[src/rtl/bootdata_streamer_if.sv]
// rtl/bootdata_streamer_if.sv - byte source and boot-word req/ack bundle
interface bootdata_streamer_if;
  logic [7:0]  byte_in;
  logic        byte_valid;
  logic        byte_ready;
  logic [31:0] host_bootdata;
  logic        host_bootdata_req;
  logic        host_bootdata_ack;

  modport master (
    input  byte_in, byte_valid, host_bootdata_ack,
    output byte_ready, host_bootdata, host_bootdata_req
  );

  modport slave (
    output byte_in, byte_valid, host_bootdata_ack,
    input  byte_ready, host_bootdata, host_bootdata_req
  );
endinterface

[src/rtl/bootdata_streamer.sv]
// rtl/bootdata_streamer.sv - packs host bytes into 32-bit boot words, sent by four-phase req/ack
module bootdata_streamer #(
  parameter int CNT_W   = 16,
  parameter int TIMEOUT = 65535
) (
  input  logic                 clk,
  input  logic                 rst_n,
  input  logic                 start,
  input  logic [CNT_W-1:0]     total_words,
  bootdata_streamer_if.master  bus,
  output logic                 busy,
  output logic                 done,
  output logic                 error
);

  typedef enum logic {C_IDLE, C_RUN} c_state_t;
  typedef enum logic [1:0] {O_IDLE, O_REQ, O_REL} o_state_t;

  c_state_t         r_c_state, w_c_next;
  o_state_t         r_o_state, w_o_next;
  logic [CNT_W-1:0] r_remaining;
  logic [CNT_W-1:0] r_accept_left;
  logic [31:0]      r_stage;
  logic [31:0]      r_data;
  logic [1:0]       r_byte_idx;
  logic             r_full;
  logic             r_done;
  logic             r_error;
  logic [15:0]      r_to_cnt;

  logic w_start, w_byte_ready, w_take_byte, w_in_hs, w_timeout;
  logic w_load, w_word_done, w_hs_entry;

  assign w_start      = (r_c_state == C_IDLE) && start;
  assign w_byte_ready = (r_c_state == C_RUN) && !r_error && !r_full && (r_accept_left != '0);
  assign w_take_byte  = w_byte_ready && bus.byte_valid;
  assign w_in_hs      = (r_o_state == O_REQ) || (r_o_state == O_REL);
  assign w_timeout    = (TIMEOUT != 0) && w_in_hs && (r_to_cnt == 16'(TIMEOUT));
  assign w_hs_entry   = (w_o_next != r_o_state) && ((w_o_next == O_REQ) || (w_o_next == O_REL));

  // Output FSM: req only rises while ack is low, so a stale ack in O_IDLE is ignored
  always_comb begin
    w_o_next    = r_o_state;
    w_load      = 1'b0;
    w_word_done = 1'b0;
    case (r_o_state)
      O_IDLE: begin
        if (r_full && !bus.host_bootdata_ack) begin
          w_o_next = O_REQ;
          w_load   = 1'b1;
        end
      end
      O_REQ: begin
        if (bus.host_bootdata_ack) w_o_next = O_REL;
      end
      O_REL: begin
        if (!bus.host_bootdata_ack) begin
          w_o_next    = O_IDLE;
          w_word_done = 1'b1;
        end
      end
      default: w_o_next = O_IDLE;
    endcase
    if (w_timeout) begin
      w_o_next    = O_IDLE;
      w_word_done = 1'b0;
    end
  end

  always_comb begin
    w_c_next = r_c_state;
    case (r_c_state)
      C_IDLE: begin
        if (start && (total_words != '0)) w_c_next = C_RUN;
      end
      C_RUN: begin
        if (w_timeout) w_c_next = C_IDLE;
        else if (w_word_done && (r_remaining == CNT_W'(1))) w_c_next = C_IDLE;
      end
      default: w_c_next = C_IDLE;
    endcase
  end

  always_ff @(posedge clk or negedge rst_n) begin
    if (!rst_n) begin
      r_c_state <= C_IDLE;
      r_o_state <= O_IDLE;
    end else begin
      r_c_state <= w_c_next;
      r_o_state <= w_o_next;
    end
  end

  always_ff @(posedge clk or negedge rst_n) begin
    if (!rst_n) begin
      r_remaining   <= '0;
      r_accept_left <= '0;
      r_stage       <= '0;
      r_data        <= '0;
      r_byte_idx    <= '0;
      r_full        <= 1'b0;
      r_done        <= 1'b0;
      r_error       <= 1'b0;
      r_to_cnt      <= '0;
    end else begin
      if (w_start) begin
        r_remaining   <= total_words;
        r_accept_left <= total_words;
        r_done        <= (total_words == '0);
        r_error       <= 1'b0;
        r_full        <= 1'b0;
        r_byte_idx    <= '0;
      end else if (w_timeout) begin
        r_error    <= 1'b1;
        r_full     <= 1'b0;
        r_byte_idx <= '0;
      end else begin
        if (w_load) begin
          r_data <= r_stage;
          r_full <= 1'b0;
        end
        if (w_take_byte) begin
          r_stage[8*r_byte_idx +: 8] <= bus.byte_in;
          r_byte_idx                 <= r_byte_idx + 2'd1;
          if (r_byte_idx == 2'd3) begin
            r_full        <= 1'b1;
            r_accept_left <= r_accept_left - 1'b1;
          end
        end
        if (w_word_done) begin
          r_remaining <= r_remaining - 1'b1;
          if (r_remaining == CNT_W'(1)) r_done <= 1'b1;
        end
      end

      // Per-phase watchdog: restarts on each handshake state entry, saturates
      if (w_hs_entry) r_to_cnt <= '0;
      else if (w_in_hs && (r_to_cnt != 16'hFFFF)) r_to_cnt <= r_to_cnt + 16'd1;
    end
  end

  assign bus.byte_ready        = w_byte_ready;
  assign bus.host_bootdata     = r_data;
  assign bus.host_bootdata_req = (r_o_state == O_REQ);
  assign busy                  = (r_c_state == C_RUN);
  assign done                  = r_done;
  assign error                 = r_error;

endmodule

[src/flat_wrapper.sv]
// flat-port wrapper written by rule: the top's interface ports become plain ports
module bootdata_streamer_flat 
#(
  parameter int CNT_W   = 16,
  parameter int TIMEOUT = 65535
)
  (clk, rst_n, start, total_words, busy, done, error, bus_byte_in, bus_byte_valid, bus_host_bootdata_ack, bus_byte_ready, bus_host_bootdata, bus_host_bootdata_req);
  bootdata_streamer_if bus_i ();
  input  logic clk;
  input  logic rst_n;
  input  logic start;
  input  logic [CNT_W-1:0] total_words;
  output logic busy;
  output logic done;
  output logic error;
  input wire logic [$bits(bus_i.byte_in)-1:0] bus_byte_in;
  input wire logic [$bits(bus_i.byte_valid)-1:0] bus_byte_valid;
  input wire logic [$bits(bus_i.host_bootdata_ack)-1:0] bus_host_bootdata_ack;
  output wire logic [$bits(bus_i.byte_ready)-1:0] bus_byte_ready;
  output wire logic [$bits(bus_i.host_bootdata)-1:0] bus_host_bootdata;
  output wire logic [$bits(bus_i.host_bootdata_req)-1:0] bus_host_bootdata_req;
  assign bus_i.byte_in = bus_byte_in;
  assign bus_i.byte_valid = bus_byte_valid;
  assign bus_i.host_bootdata_ack = bus_host_bootdata_ack;
  assign bus_byte_ready = bus_i.byte_ready;
  assign bus_host_bootdata = bus_i.host_bootdata;
  assign bus_host_bootdata_req = bus_i.host_bootdata_req;
  bootdata_streamer #(.CNT_W(CNT_W), .TIMEOUT(TIMEOUT)) u_core (.clk(clk), .rst_n(rst_n), .start(start), .total_words(total_words), .bus(bus_i), .busy(busy), .done(done), .error(error));
endmodule
[config.mk]
export PLATFORM = sky130hd
export DESIGN_NAME = bootdata_streamer_flat
export DESIGN_NICKNAME = d
export VERILOG_FILES = /design/src/rtl/bootdata_streamer_if.sv /design/src/rtl/bootdata_streamer.sv /design/src/flat_wrapper.sv
export SDC_FILE = /design/constraint.sdc
export NUM_CORES = 1
export LEC_CHECK = 0
export CORE_MARGIN = 3
export CORE_UTILIZATION = 40
export CTS_CLUSTER_SIZE = 28
export DETAILED_ROUTE_END_ITERATION = 10
export PLACE_DENSITY = 0.58
export SYNTH_ARGS = -nofsm -noshare
export SYNTH_HDL_FRONTEND = slang
export SYNTH_SLANG_ARGS = --single-unit
[constraint.sdc]
create_clock -name clk -period 4.8 [get_ports clk]
set_input_delay 0.96 -clock clk [delete_from_list [all_inputs] [get_ports clk]]
set_output_delay 0.96 -clock clk [all_outputs]
set_load 0.005 [all_outputs]
Yosys cells after proc, flatten, opt, wreduce, memory -nomap -nowiden. Index checks and enable logic that the tools add are counted.

Output and inout port bits: 37. Bits in writable memories: 0. Memories kept: 0. Logic and storage cells: 101. Bits of input ports: 29. Memory bits (read-only): 0. Flip-flop bits (word level): 120. Bits in latches: 0.

Muxes and demuxes: 38. Divide/modulo/power cells: 0. Reduce and logical (&&, ||, !) cells: 32. Bitwise operators: 3. Eq/ne operators: 10. Multiply operators: 0. Add/subtract/negate cells: 5. Shift-type cells: 2. Order comparisons: 0.

Operators by type and width (count): 16-bit 2-to-1 mux (9); 5-bit negation with 34-bit output (1); 8-bit by 34-bit variable shift with 32-bit output, first input constant (1); 8-bit by 34-bit indexed part select with 32-bit output (1); 32-bit bitwise mux (1); 16-bit nonzero test (2); 16-bit by 1-bit subtractor with 16-bit output, second input constant (2); 1-bit 2-to-1 mux (19); 16-bit by 1-bit adder with 16-bit output, second input constant (1); 16-bit by 1-bit == test with 1-bit output, second input constant (1); 16-bit == test, second input constant (1); 16-bit zero test (1); 16-bit inequality test, second input constant (1); 2-bit 2-to-1 mux (7); 3-bit AND reduction (4); 2-bit nonzero test (6); 1-bit logical AND (11); 2-bit == test, second input constant (3); 2-bit one-hot mux with 3 select lines (1); 2-bit by 1-bit == test with 1-bit output, second input constant (2); 1-bit zero test (3); 1-bit NOT (3); 3-bit nonzero test (1); 2-bit by 1-bit adder with 2-bit output, second input constant (1); other kinds (6) (7).

Longest topological paths before layout.
Depth in word-level cells: 9. Depth in mapped cells: 10.

Least setup slack after synthesis. OpenSTA, ideal clock, no wires.

Path kind: input -> register. From: input bus_host_bootdata_ack. To: register u_core.r_to_cnt[10]. Arrival: 2.301 ns. Buffers on the path: 1. Required time: 4.681 ns. Library setup time: 0.119 ns. Stages on the path: 7. Setup slack: 2.380 ns. Path through: nor2b_1 > o21ai_0 > o21a_1 > or3b_2 > a211oi_4 > buf_4 > nor2_1.

Cells in the longest elaborated chain, start to end: 9. Elaborated cells on any way between the ends: 14.

RTL lines: start, declared (line flat_wrapper.sv:18) `input wire logic [$bits(bus_i.host_bootdata_ack)-1:0] bus_host_bootdata_ack;`; 1-bit zero test (line bootdata_streamer.sv:48) `if (r_full && !bus.host_bootdata_ack) begin`; 1-bit logical AND (line bootdata_streamer.sv:48); 2-bit 2-to-1 mux (line bootdata_streamer.sv:48); 2-bit one-hot mux with 3 select lines (*) (line bootdata_streamer.sv:46) `case (r_o_state)`; 2-bit 2-to-1 mux (*) (line bootdata_streamer.sv:64) `if (w_timeout) begin`; 2-bit by 1-bit == test with 1-bit output / 2-bit == test (equally long branches) (line bootdata_streamer.sv:39) `assign w_hs_entry = (w_o_next != r_o_state) && ((w_o_next == O_REQ) || (w_o_next == O_REL));`; 1-bit logical OR (line bootdata_streamer.sv:39); 1-bit logical AND (*) (line bootdata_streamer.sv:39); 16-bit 2-to-1 mux / 2-bit nonzero test (equally long branches); end signal, assigned (line bootdata_streamer.sv:138) `else if (w_in_hs && (r_to_cnt != 16'hFFFF)) r_to_cnt <= r_to_cnt + 16'd1;`; end, declared (line bootdata_streamer.sv:29) `logic [15:0] r_to_cnt;`.

Every way passes the cells marked *; elsewhere a longest branch is shown, timed or not. A chain may end at the register's enable or synchronous reset.

Worst setup path in the final report.
From: register u_core.r_accept_left[0]. To: output bus_byte_ready.

Cells in the longest elaborated chain, start to end: 2.

RTL lines: start, declared (line bootdata_streamer.sv:22) `logic [CNT_W-1:0] r_accept_left;`; start signal, assigned (line bootdata_streamer.sv:108) `r_accept_left <= total_words;`; start signal, assigned (line bootdata_streamer.sv:127) `r_accept_left <= r_accept_left - 1'b1;`; 16-bit nonzero test (line bootdata_streamer.sv:35) `assign w_byte_ready = (r_c_state == C_RUN) && !r_error && !r_full && (r_accept_left != '0);`; 1-bit logical AND (line bootdata_streamer.sv:35); end, declared (line flat_wrapper.sv:19) `output wire logic [$bits(bus_i.byte_ready)-1:0] bus_byte_ready;`.

Every way passes these cells.

==> qor.yml <==
fp.coreArea_mm2: 0.0141
synth.cells.most_frequent: "dfrtp_1, nand2_1, o21ai_0"
min_period_ps: 3640
finalSetupViolCount: 0
finClkSkew_ps: 12.0
vias_per_cell: 5.38
async_flop_share: 1.00
fmax_mhz: 274
clockRootBuffer: "clkbuf_16"
hold_start: "u_core.r_stage[8]$_DFFE_PN0P_"
period_share: 0.759
cp_data_arrival_time_ps: 2680
dr.first_iter.drc_count: 341
clk_latency_ps: 420
gp_congestion: 0.808
tightest_slew_ps: 897
status: "completed"
synth_nets: 605
clockBufferDepth: 2
cp-end-kind: "output port"
synthFlopType: "dfrtp_1"
yosysSeqAreaShare: 0.509
area_delta_synth_final_pct: 23.0
grt-ovfl-total: 0
p_per_area_mw_per_mm2: 579
syn_inst: 562
path_clk_slew_ps: 50
rsz0062_at_grt: "false"
nets: 675
numCtsBuffers: 17
cts.repair.resized: 0
nFillCells: 1252
hold_ws_ps: 484
maxSlewHeadroom: 0.401
synth_area_mm2: 0.00590
leakage_nw: 3.12
synth_most_common_cell: "dfrtp_1"
via_count: 4431
hold_path_class: "reg2reg"
ctsHoldBuffers: 0
grt_pass1_wl_um: 21900
start_util: 0.417
synth_seq_cells: 120
vdd_ir_drop_max_uv: 317
r2r_start: "u_core.r_o_state[0]$_DFF_PN0_"
clock_sinks: 120
synth_area_leader_cell: "dfrtp_1"
ys_types: 59
cp.required_ps: 3840
crit_type: "reg2out"
drt-pass1-iter-count: 4
cts_max_level: 4
cap_violations: 0
die_x_um: 127
grt_usage: 0.173
crit_fanout: 5
wirelength_um: 13400
syn_avg_cell_area_um2: 10.5
post_cts_buffers: 0
die_y_um: 127
synth.top_cell.area_share: 0.509
die_area_mm2: 0.0162
dpl.hpwl_um: 9530
antenna_left: 0
setup_tns_ps: 0
final_layout_size_suffix_gt1_frac: 0.126
wl_per_cell_um: 16.2
grt_max_degree: 65
ys_top_cells_by_area: "dfrtp_1, mux2_4, nand2_1"
ys_warn_count: 0
grt_pass1_vias: 4267
synth_edf_count: 0
drc: 0
antennaDiodeCount: 0
tritoncts: "built"
antenna_found_initial: 0
rrSetupSlack_ps: 1830
final_hold_viol_count: 0
start_kind: "flop"
io_pins: 66
num_rows: 43
portBuffers: 65
crit_start: "u_core.r_accept_left[0]$_DFFE_PN0P_"
slew_viol_final: 0
[stage by stage]
stage | utilization | cells | setup WS (ps) | cell area [um2] | total power [W]
final | 0.513 | 823 | 1160 | 7250 | 0.00420
after global routing | 0.513 | 823 | 920 | 7250 | 0.00448
after CTS | 0.513 | 823 | 1140 | 7250 | 0.00424
after detailed placement | 0.472 | 793 | 1320 | 6680 | 0.00296
after global placement | 0.472 | 793 | 1400 | 6680 | 0.00292
after floorplan | - | 562 | 2380 | 5900 | 0.00247
[path summary, 6_finish.rpt]
check / endpoint / depth (start not counted)
max: bus_byte_ready / 7
min: u_core.r_stage[8]$_DFFE_PN0P_ / 2
max reg2reg: u_core.bus.host_bootdata[0]$_DFFE_PN0P_ / 8
min reg2reg: u_core.r_stage[8]$_DFFE_PN0P_ / 2
max in group asynchronous: u_core.r_stage[7]$_DFFE_PN0P_ / 2
min in group asynchronous: u_core.bus.host_bootdata[25]$_DFFE_PN0P_ / 1
[power by group]
group	leakage, nW	switching [W]	internal (W)
combinational	1.25	0.000627	0.000679
sequential	1.59	0.000287	0.00135
clock	0.283	0.000436	0.000819
[cell type report]
type                    instances  area, um2  share of cell area
clock inverters                 9        126              0.0174
repair buffers                 69        678              0.0935
flip-flops and latches        120       3000               0.414
multi-input cells             410       2720               0.375
well taps                     180        225              0.0311
inverters                      14       52.6             0.00725
clock buffers                  21        450              0.0621
[kinds of logic after synthesis]
group	Yosys count	synth area share
buffers and inverters	32	0.0299
DFF	120	0.509
xor gates and xnor gates	29	0.0431
AOI/OAI and AO/OA	103	0.109
muxes	34	0.0836
and+or+nand+nor	230	0.195
adders and majority gates	14	0.0297
[worst max-delay path, stage by stage (launching register included)]
cell and delay [ps]:
dfrtp_1 400, inv_1 90, ha_1 180, nor3b_1 490, nand4_1 360, nor2_1 210, nor4b_1 80, clkdlybuf4s50_1 450
[flip-flops by register name, summed over array words and instances (netlist names)]
name	flops
u_core.r_stage	32
u_core.r_full	1
u_core.busy	1
u_core.done	1
u_core.bus.host_bootdata	32
u_core.r_byte_idx	2
u_core.r_o_state	2
u_core.error	1
u_core.r_accept_left	16
u_core.r_to_cnt	16
u_core.r_remaining	16
[cell usage in the layout, fill, tap and decap left out, types with 4 or more instances in the layout]
cell type,count
nand3_1,15
mux2_4,30
nor4_1,10
nand4_1,5
clkbuf_16,17
xor2_1,11
a21o_1,5
buf_4,5
o21ai_0,50
or4_1,7
xnor2_1,18
nand2_1,94
ha_1,14
inv_1,14
a21oi_1,14
clkinv_2,4
nor2_1,41
nor3b_1,5
o211ai_1,4
or3_1,4
dfrtp_1,120
nor3_1,20
clkdlybuf4s50_1,64
[layer usage]
metal,global-route usage,wire length [um],share of wire,up-vias
li1,-,-,-,2127
met1,0.236,6300,0.47,2182
met2,0.265,6240,0.47,110
met3,0.0577,689,0.052,12
met4,0.0492,129,0.0097,0
met5,0,0,0,-
Power figures use the tool's default switching activity.
